<file path="src/rtl/pc_seq_pkg.sv">
// Shared types and widths for the program-flow sequencer.
// Latency: n/a (types only).
// Backpressure: n/a.
package pc_seq_pkg;

   localparam int PC_W  = 16;
   localparam int OFF_W = 9;

   typedef enum logic [2:0] {
      OP_SEQ    = 3'd0,
      OP_BRANCH = 3'd1,
      OP_JUMP   = 3'd2,
      OP_CALL   = 3'd3,
      OP_RET    = 3'd4,
      OP_HALT   = 3'd5
   } op_t;

   typedef enum logic [1:0] {
      S_BOOT = 2'd0,
      S_IDLE = 2'd1,
      S_EXEC = 2'd2,
      S_HALT = 2'd3
   } state_t;

endpackage

</file>
<file path="src/rtl/return_stack.sv">
// Return-address LIFO: pointer-indexed register file with full/empty flags.
// Latency: push/pop commit at the clock edge; top_o is combinational from state.
// Backpressure: none; push when full and pop when empty are ignored (caller flags the fault).
module return_stack
   import pc_seq_pkg::*;
#(
   parameter int STACK_DEPTH = 4
) (
   input  logic            clk_i,
   input  logic            rst_ni,
   input  logic            push_i,
   input  logic            pop_i,
   input  logic [PC_W-1:0] push_dat_i,
   output logic [PC_W-1:0] top_o,
   output logic            full_o,
   output logic            empty_o
);

   localparam int PW = (STACK_DEPTH > 1) ? $clog2(STACK_DEPTH) : 1;

   logic [PW:0]     cnt_q, cnt_d;
   logic [PW:0]     cnt_m1;
   logic [PC_W-1:0] mem_q [STACK_DEPTH];
   logic [PW-1:0]   wr_idx;
   logic [PW-1:0]   top_idx;
   logic            do_push;

   assign full_o  = (cnt_q == (PW+1)'(STACK_DEPTH));
   assign empty_o = (cnt_q == '0);
   assign cnt_m1  = cnt_q - (PW+1)'(1);
   assign wr_idx  = cnt_q[PW-1:0];
   assign top_idx = cnt_m1[PW-1:0];
   assign top_o   = mem_q[top_idx];
   assign do_push = push_i && !full_o;

   // Occupancy update; overflowing pushes and underflowing pops leave the stack untouched.
   always_comb begin
      cnt_d = cnt_q;
      if (do_push) begin
         cnt_d = cnt_q + (PW+1)'(1);
      end else if (pop_i && !empty_o) begin
         cnt_d = cnt_m1;
      end
   end

   // Pointer and entry storage.
   always_ff @(posedge clk_i or negedge rst_ni) begin
      if (!rst_ni) begin
         cnt_q <= '0;
         for (int i = 0; i < STACK_DEPTH; i++) begin
            mem_q[i] <= '0;
         end
      end else begin
         cnt_q <= cnt_d;
         if (do_push) begin
            mem_q[wr_idx] <= push_dat_i;
         end
      end
   end

endmodule

</file>
<file path="src/rtl/pc_sequencer.sv">
// Program-flow sequencer: turns decoded flow ops and interrupts into ProgramCounter load/offset pulses.
// Latency: control pulse one cycle after handshake/interrupt accept; one op per two cycles.
// Backpressure: InstrReady low outside S_IDLE and whenever an unmasked interrupt is being taken.
module pc_sequencer
   import pc_seq_pkg::*;
#(
   parameter int              STACK_DEPTH  = 4,
   parameter logic [PC_W-1:0] RESET_VECTOR = 16'h0000,
   parameter logic [PC_W-1:0] IRQ_VECTOR   = 16'h0004
) (
   input  logic                    Clock,
   input  logic                    nReset,
   input  logic [PC_W-1:0]         CounterValue,
   input  logic                    InstrValid,
   output logic                    InstrReady,
   input  logic [2:0]              Op,
   input  logic                    Cond,
   input  logic [PC_W-1:0]         Target,
   input  logic signed [OFF_W-1:0] Disp,
   input  logic                    IrqReq,
   input  logic                    Resume,
   output logic                    IrqAck,
   output logic                    LoadEnable,
   output logic [PC_W-1:0]         LoadValue,
   output logic                    OffsetEnable,
   output logic signed [OFF_W-1:0] Offset,
   output logic                    StackFault
);

   state_t                  state_q, state_d;
   logic                    le_q, le_d;
   logic [PC_W-1:0]         lv_q, lv_d;
   logic                    oe_q, oe_d;
   logic signed [OFF_W-1:0] off_q, off_d;
   logic                    ack_q, ack_d;
   logic                    fault_q, fault_d;
   logic                    mask_q, mask_d;
   logic                    push_q, push_d;   // push commits at the end of the pulse cycle
   logic                    pop_q, pop_d;     // pop commits at the end of the pulse cycle
   logic [PC_W-1:0]         pdat_q, pdat_d;
   logic                    halt_q, halt_d;   // pulse cycle is followed by S_HALT

   op_t             op_in;
   logic            irq_take;
   logic            enter_irq;
   logic            accept;
   logic            stk_push;
   logic            stk_pop;
   logic [PC_W-1:0] stk_top;
   logic            stk_full;
   logic            stk_empty;

   assign op_in     = op_t'(Op);
   assign irq_take  = IrqReq && !mask_q;
   assign enter_irq = irq_take && ((state_q == S_IDLE) || (state_q == S_HALT));
   assign accept    = (state_q == S_IDLE) && InstrValid && !irq_take;
   assign stk_push  = (state_q == S_EXEC) && push_q;
   assign stk_pop   = (state_q == S_EXEC) && pop_q;

   assign InstrReady   = (state_q == S_IDLE) && !irq_take;
   assign IrqAck       = ack_q;
   assign LoadEnable   = le_q;
   assign LoadValue    = lv_q;
   assign OffsetEnable = oe_q;
   assign Offset       = off_q;
   assign StackFault   = fault_q;

   return_stack #(
      .STACK_DEPTH (STACK_DEPTH)
   ) u_stack (
      .clk_i      (Clock),
      .rst_ni     (nReset),
      .push_i     (stk_push),
      .pop_i      (stk_pop),
      .push_dat_i (pdat_q),
      .top_o      (stk_top),
      .full_o     (stk_full),
      .empty_o    (stk_empty)
   );

   // Next state and next pulse values; pulses default to zero so each lasts exactly one cycle.
   // Stack overflow/underflow is detected at accept time (stack is stable until the commit)
   // so StackFault rises together with the offending pulse.
   always_comb begin
      state_d = state_q;
      le_d    = 1'b0;
      lv_d    = '0;
      oe_d    = 1'b0;
      off_d   = '0;
      ack_d   = 1'b0;
      fault_d = fault_q;
      mask_d  = mask_q;
      push_d  = 1'b0;
      pop_d   = 1'b0;
      pdat_d  = pdat_q;
      halt_d  = 1'b0;

      case (state_q)
         S_BOOT: begin
            le_d    = 1'b1;
            lv_d    = RESET_VECTOR;
            state_d = S_EXEC;
         end
         S_EXEC: begin
            state_d = halt_q ? S_HALT : S_IDLE;
            if (pop_q) begin
               mask_d = 1'b0;
            end
         end
         S_IDLE: begin
            if (accept) begin
               state_d = S_EXEC;
               case (op_in)
                  OP_SEQ: begin
                     oe_d  = 1'b1;
                     off_d = OFF_W'(1);
                  end
                  OP_BRANCH: begin
                     oe_d  = 1'b1;
                     off_d = Cond ? Disp : OFF_W'(1);
                  end
                  OP_JUMP: begin
                     le_d = 1'b1;
                     lv_d = Target;
                  end
                  OP_CALL: begin
                     le_d   = 1'b1;
                     lv_d   = Target;
                     push_d = 1'b1;
                     pdat_d = CounterValue + PC_W'(1);
                     if (stk_full) begin
                        fault_d = 1'b1;
                     end
                  end
                  OP_RET: begin
                     le_d  = 1'b1;
                     pop_d = 1'b1;
                     if (stk_empty) begin
                        lv_d    = RESET_VECTOR;
                        fault_d = 1'b1;
                     end else begin
                        lv_d = stk_top;
                     end
                  end
                  OP_HALT: begin
                     halt_d = 1'b1;
                  end
                  default: begin
                     // Unassigned op codes are consumed without a pulse.
                  end
               endcase
            end
         end
         S_HALT: begin
            if (!enter_irq && Resume) begin
               state_d = S_IDLE;
            end
         end
         default: begin
            state_d = S_BOOT;
         end
      endcase

      if (enter_irq) begin
         state_d = S_EXEC;
         le_d    = 1'b1;
         lv_d    = IRQ_VECTOR;
         ack_d   = 1'b1;
         mask_d  = 1'b1;
         push_d  = 1'b1;
         pdat_d  = CounterValue;
         if (stk_full) begin
            fault_d = 1'b1;
         end
      end
   end

   // State and registered outputs; reset drops any pulse in flight.
   always_ff @(posedge Clock or negedge nReset) begin
      if (!nReset) begin
         state_q <= S_BOOT;
         le_q    <= 1'b0;
         lv_q    <= '0;
         oe_q    <= 1'b0;
         off_q   <= '0;
         ack_q   <= 1'b0;
         fault_q <= 1'b0;
         mask_q  <= 1'b0;
         push_q  <= 1'b0;
         pop_q   <= 1'b0;
         pdat_q  <= '0;
         halt_q  <= 1'b0;
      end else begin
         state_q <= state_d;
         le_q    <= le_d;
         lv_q    <= lv_d;
         oe_q    <= oe_d;
         off_q   <= off_d;
         ack_q   <= ack_d;
         fault_q <= fault_d;
         mask_q  <= mask_d;
         push_q  <= push_d;
         pop_q   <= pop_d;
         pdat_q  <= pdat_d;
         halt_q  <= halt_d;
      end
   end

endmodule

</file>
<file path="config.mk">
export PLATFORM = sky130hd
export DESIGN_NAME = pc_sequencer
export DESIGN_NICKNAME = d
export VERILOG_FILES = /design/src/rtl/pc_seq_pkg.sv /design/src/rtl/return_stack.sv /design/src/rtl/pc_sequencer.sv
export SDC_FILE = /design/constraint.sdc
export NUM_CORES = 1
export LEC_CHECK = 0
export ABC_AREA = 1
export ABC_CLOCK_PERIOD_IN_PS = 3800
export CORE_ASPECT_RATIO = 0.75
export CORE_MARGIN = 2
export CORE_UTILIZATION = 55
export CTS_CLUSTER_SIZE = 16
export DETAILED_ROUTE_END_ITERATION = 7
export PLACE_DENSITY = 0.86
export RECOVER_POWER = 50
export SYNTH_ARGS = -nofsm -noshare
export SYNTH_HDL_FRONTEND = slang
export SYNTH_SLANG_ARGS = --single-unit
</file>
<file path="constraint.sdc">
create_clock -name Clock -period 3.8 [get_ports Clock]
set_input_delay 0.95 -clock Clock [delete_from_list [all_inputs] [get_ports Clock]]
set_output_delay 0.95 -clock Clock [all_outputs]
set_load 0.02 [all_outputs]
</file>
==> metrics <==
die height 90.5 um; most used cell, CP clkdlybuf4s50_1; post_cts resized 0; Post-CTS Repair Setup Buffers 0; clock network power share 0.356; Min Clock Period, post-route roughly 3.3 ns; fmax 307 MHz; Int Pwr 3.18 mW; Avg Cell Area, Syn about 8.3 sq um; final core occ 0.715; Sw Pwr 1.66 mW; worst r2r src state_q[1]; simple-gate share of the synthesized area 0.227; initial antenna violation count 0; R2R Setup Slk between 1 and 1.5 ns; outcome complete, but fails checks; CTS max path bufs 2; Initial DRC Count 463; Remaining DRCs 0; hold buffers post-CTS 0; # diodes 0; Clk Latency, worst-skew pair 0.41 ns; drt first pass iters 5; clock transition at the registers of the reported paths ~0.060 ns; number of global-route vias before repair 4469; area grow syn2layout 26.5%; Syn. warnings 0; R2R cell count 8; Ports 80; Tightest Hold Check Type flip-flop to flip-flop; failing checks capacitance limit, slew limit; Hold Path Stages 2; Max FO, Critical Path 3; Filler cells 731; Final GP Congestion 0.874; grt total ovfl 0; CTS buffer count 17; xor/xnor share of the synthesized area 0.00479; largest net degree at the start of global routing 53; hold_ws 0.479 ns; NumNets Final 789; HP Start pdat_q[9]; Crit. End Element primary output; startpoint types primary input; Synth Register Bits 118; switching share of power 0.343; WS Path Type primary input to primary output; Final Slew Violations 53; Setup Viol. Count Final 0; Max IR drop VDD 0.360 mV; DP Area 6310 sq um; Pwr Density 697 nW/um^2; Mapped Area about 5500 sq um; die area 10800 sq um; sequential area share after synthesis 0.538; CP Data Arrival Time between 2 and 2.5 ns; largest area contributor in the netlist dfrtp_1; Critical Path RT between 2 and 3 ns; CTS tree yes; Hold Vio Cnt, Final 0; critical path cell sequence clkdlybuf4s50_1, nand2_1, inv_1, nor2_1, clkdlybuf4s50_1; period utilization 0.856; first-pass GRT wire length around 22000 um; WP buf/inv 3; design area 6940 sq um; multiplexer share of the synthesized area 0; Rel. slew slack -0.809; Die Wd 119 um; Worst Max-Slew Pin Slew 2.71 ns; largest family of logic cells by synthesized area simple AND/OR/NAND/NOR gates; Leakage 3.21 nW; Critical-path top delay cell clkdlybuf4s50_1; Synth Area in Compound Gates 0.141; Post-Place Cells 846; adder-cell area share of the yosys netlist 0.0137; FP Rows 31; delay-heaviest family, CP buffers and inverters; reg2reg end pdat_q[6]; H-tree Lvls 4; filler-free cell count of the finished design between 800 and 900; # port buffers 79; combinational fraction of design power 0.298; top cells by area, synth dfrtp_1 (54%), nand2_1 (10%), nor2_1 (6.4%), o21ai_1 (5.1%), inv_1 (4.0%); Mapped Nets 715; GRT Overall Usage 0.256; via count 4723; unrepaired setup endpoints after global routing no; Routed WL ~13000 um; initial core utilization 0.566; Antenna Nets Post-Route 0; hpwl dp 8570 um; Vias per Instance about 5.4; Root Driver clkbuf_16; Max-Cap Viols 1; Sequential Power Share 0.346; share of layout cells above drive strength 1 0.0657; clk_skew between 0.007 and 0.008 ns; stages on the worst setup path 5; WHS Endpoint pdat_q[9]; clock sinks approximately 120; CP max stage delay 0.63 ns; synthesized instance count 659; setup tns final 0 ns; post-synth top area share 0.538; area of the core 9700 sq um; Synth cell types 33; Routed wire per std cell between 10 and 15 um
-- worst register-to-register path: cells and delay by family, from the launching register on --
| family | cells | cell delay, ns |
|---|---|---|
| AO/OA/AOI/OAI | 2 | 0.95 |
| flip-flops | 1 | 0.39 |
| buffers and inverters | 3 | 0.36 |
| AND/OR/NAND/NOR | 3 | 0.91 |
-- cells in the final DEF, fill, tap and decap left out, types with 5 or more instances in the layout --
cell type,netlist,routed
clkdlybuf4s50_1,0,78
dfrtp_1,118,118
nor2_1,94,94
nand2_1,152,152
clkbuf_16,0,17
buf_4,4,5
nor3b_1,8,8
o21ai_0,39,39
inv_1,59,61
a21oi_1,21,21
o21ai_1,56,56
inv_2,7,5
nand3_1,26,28
ha_1,6,6
clkbuf_8,0,5
a22oi_1,15,15
-- power groups by stage --
stage	combinational (mW)	clock, mW	sequential, mW
final	1.44	1.72	1.67
after global routing	1.61	1.79	1.70
after CTS	1.43	1.74	1.67
after detailed placement	1.41	0	1.69
after global placement	1.35	0	1.67
after floorplan	0.962	0	1.68
-- synthesized netlist by cell type --
| master | instances |
|---|---|
| a21oi_4 | 1 |
| nor3_1 | 2 |
| nand3_4 | 1 |
| buf_4 | 4 |
| inv_2 | 7 |
| o21bai_1 | 3 |
| nor3b_1 | 8 |
| a22oi_1 | 15 |
| nor2_2 | 2 |
| or2_0 | 1 |
| o21ai_0 | 39 |
| o311ai_0 | 1 |
| nand3_2 | 3 |
| nand4_1 | 2 |
| and3_1 | 1 |
| a21oi_1 | 21 |
| o2111ai_1 | 1 |
| buf_6 | 2 |
| nand3b_1 | 1 |
| inv_1 | 59 |
| dfrtp_1 | 118 |
| nand2_1 | 152 |
| o21ai_1 | 56 |
| nor2_1 | 94 |
| o31ai_1 | 1 |
| nand2_2 | 4 |
| nand3_1 | 26 |
| buf_2 | 18 |
| xor2_1 | 3 |
| o21ai_4 | 1 |
| nor4_1 | 1 |
| clkbuf_1 | 5 |
| ha_1 | 6 |
-- state kept, by name, summed over array words and instances (netlist names) --
register and cells:
IrqAck 1, LoadEnable 1, LoadValue 16, Offset 9, OffsetEnable 1, StackFault 1, halt_q 1, mask_q 1
pdat_q 16, pop_q 1, push_q 1, state_q 2, u_stack.cnt_q 3, u_stack.mem_q 64
-- area by class of cell --
type / count / area, sq um / share of cell area
inverter: 66 / 248 / 0.0357
clock buffer: 25 / 505 / 0.0729
sequential: 118 / 2950 / 0.426
timing repair buffer: 84 / 822 / 0.118
tap: 132 / 165 / 0.0238
clock inverter: 7 / 140 / 0.0202
multi-input combinational: 446 / 2100 / 0.303
-- metrics by stage --
stage / total power, mW / setup slack [ns]
floorplan: 2.64 / 1.43
global route: 5.10 / 0.297
finish: 4.84 / 0.548
detailed placement: 3.10 / 0.496
CTS: 4.84 / 0.496
global placement: 3.02 / 0.562
-- cells by family after synthesis --
logic type	after synthesis
compound gates	139
xor+xnor	3
fa+ha+maj	6
buf+inv	95
flops	118
simple gates	298
-- how the worst max path moves through the flow --
stage | start | end
6_report | IrqReq | InstrReady
5_1_grt | IrqReq | pdat_q[6]
2_1_floorplan | IrqReq | InstrReady
3_5_place_dp | IrqReq | InstrReady
3_3_place_gp | IrqReq | InstrReady
4_1_cts | IrqReq | InstrReady
-- metal layers --
layer,track usage,wire (um)
met1,0.363,6010
met2,0.391,5890
met3,0.0606,1020
met4,0.0853,158
met5,0,0
No activity file was read; power rests on OpenSTA's default activity.
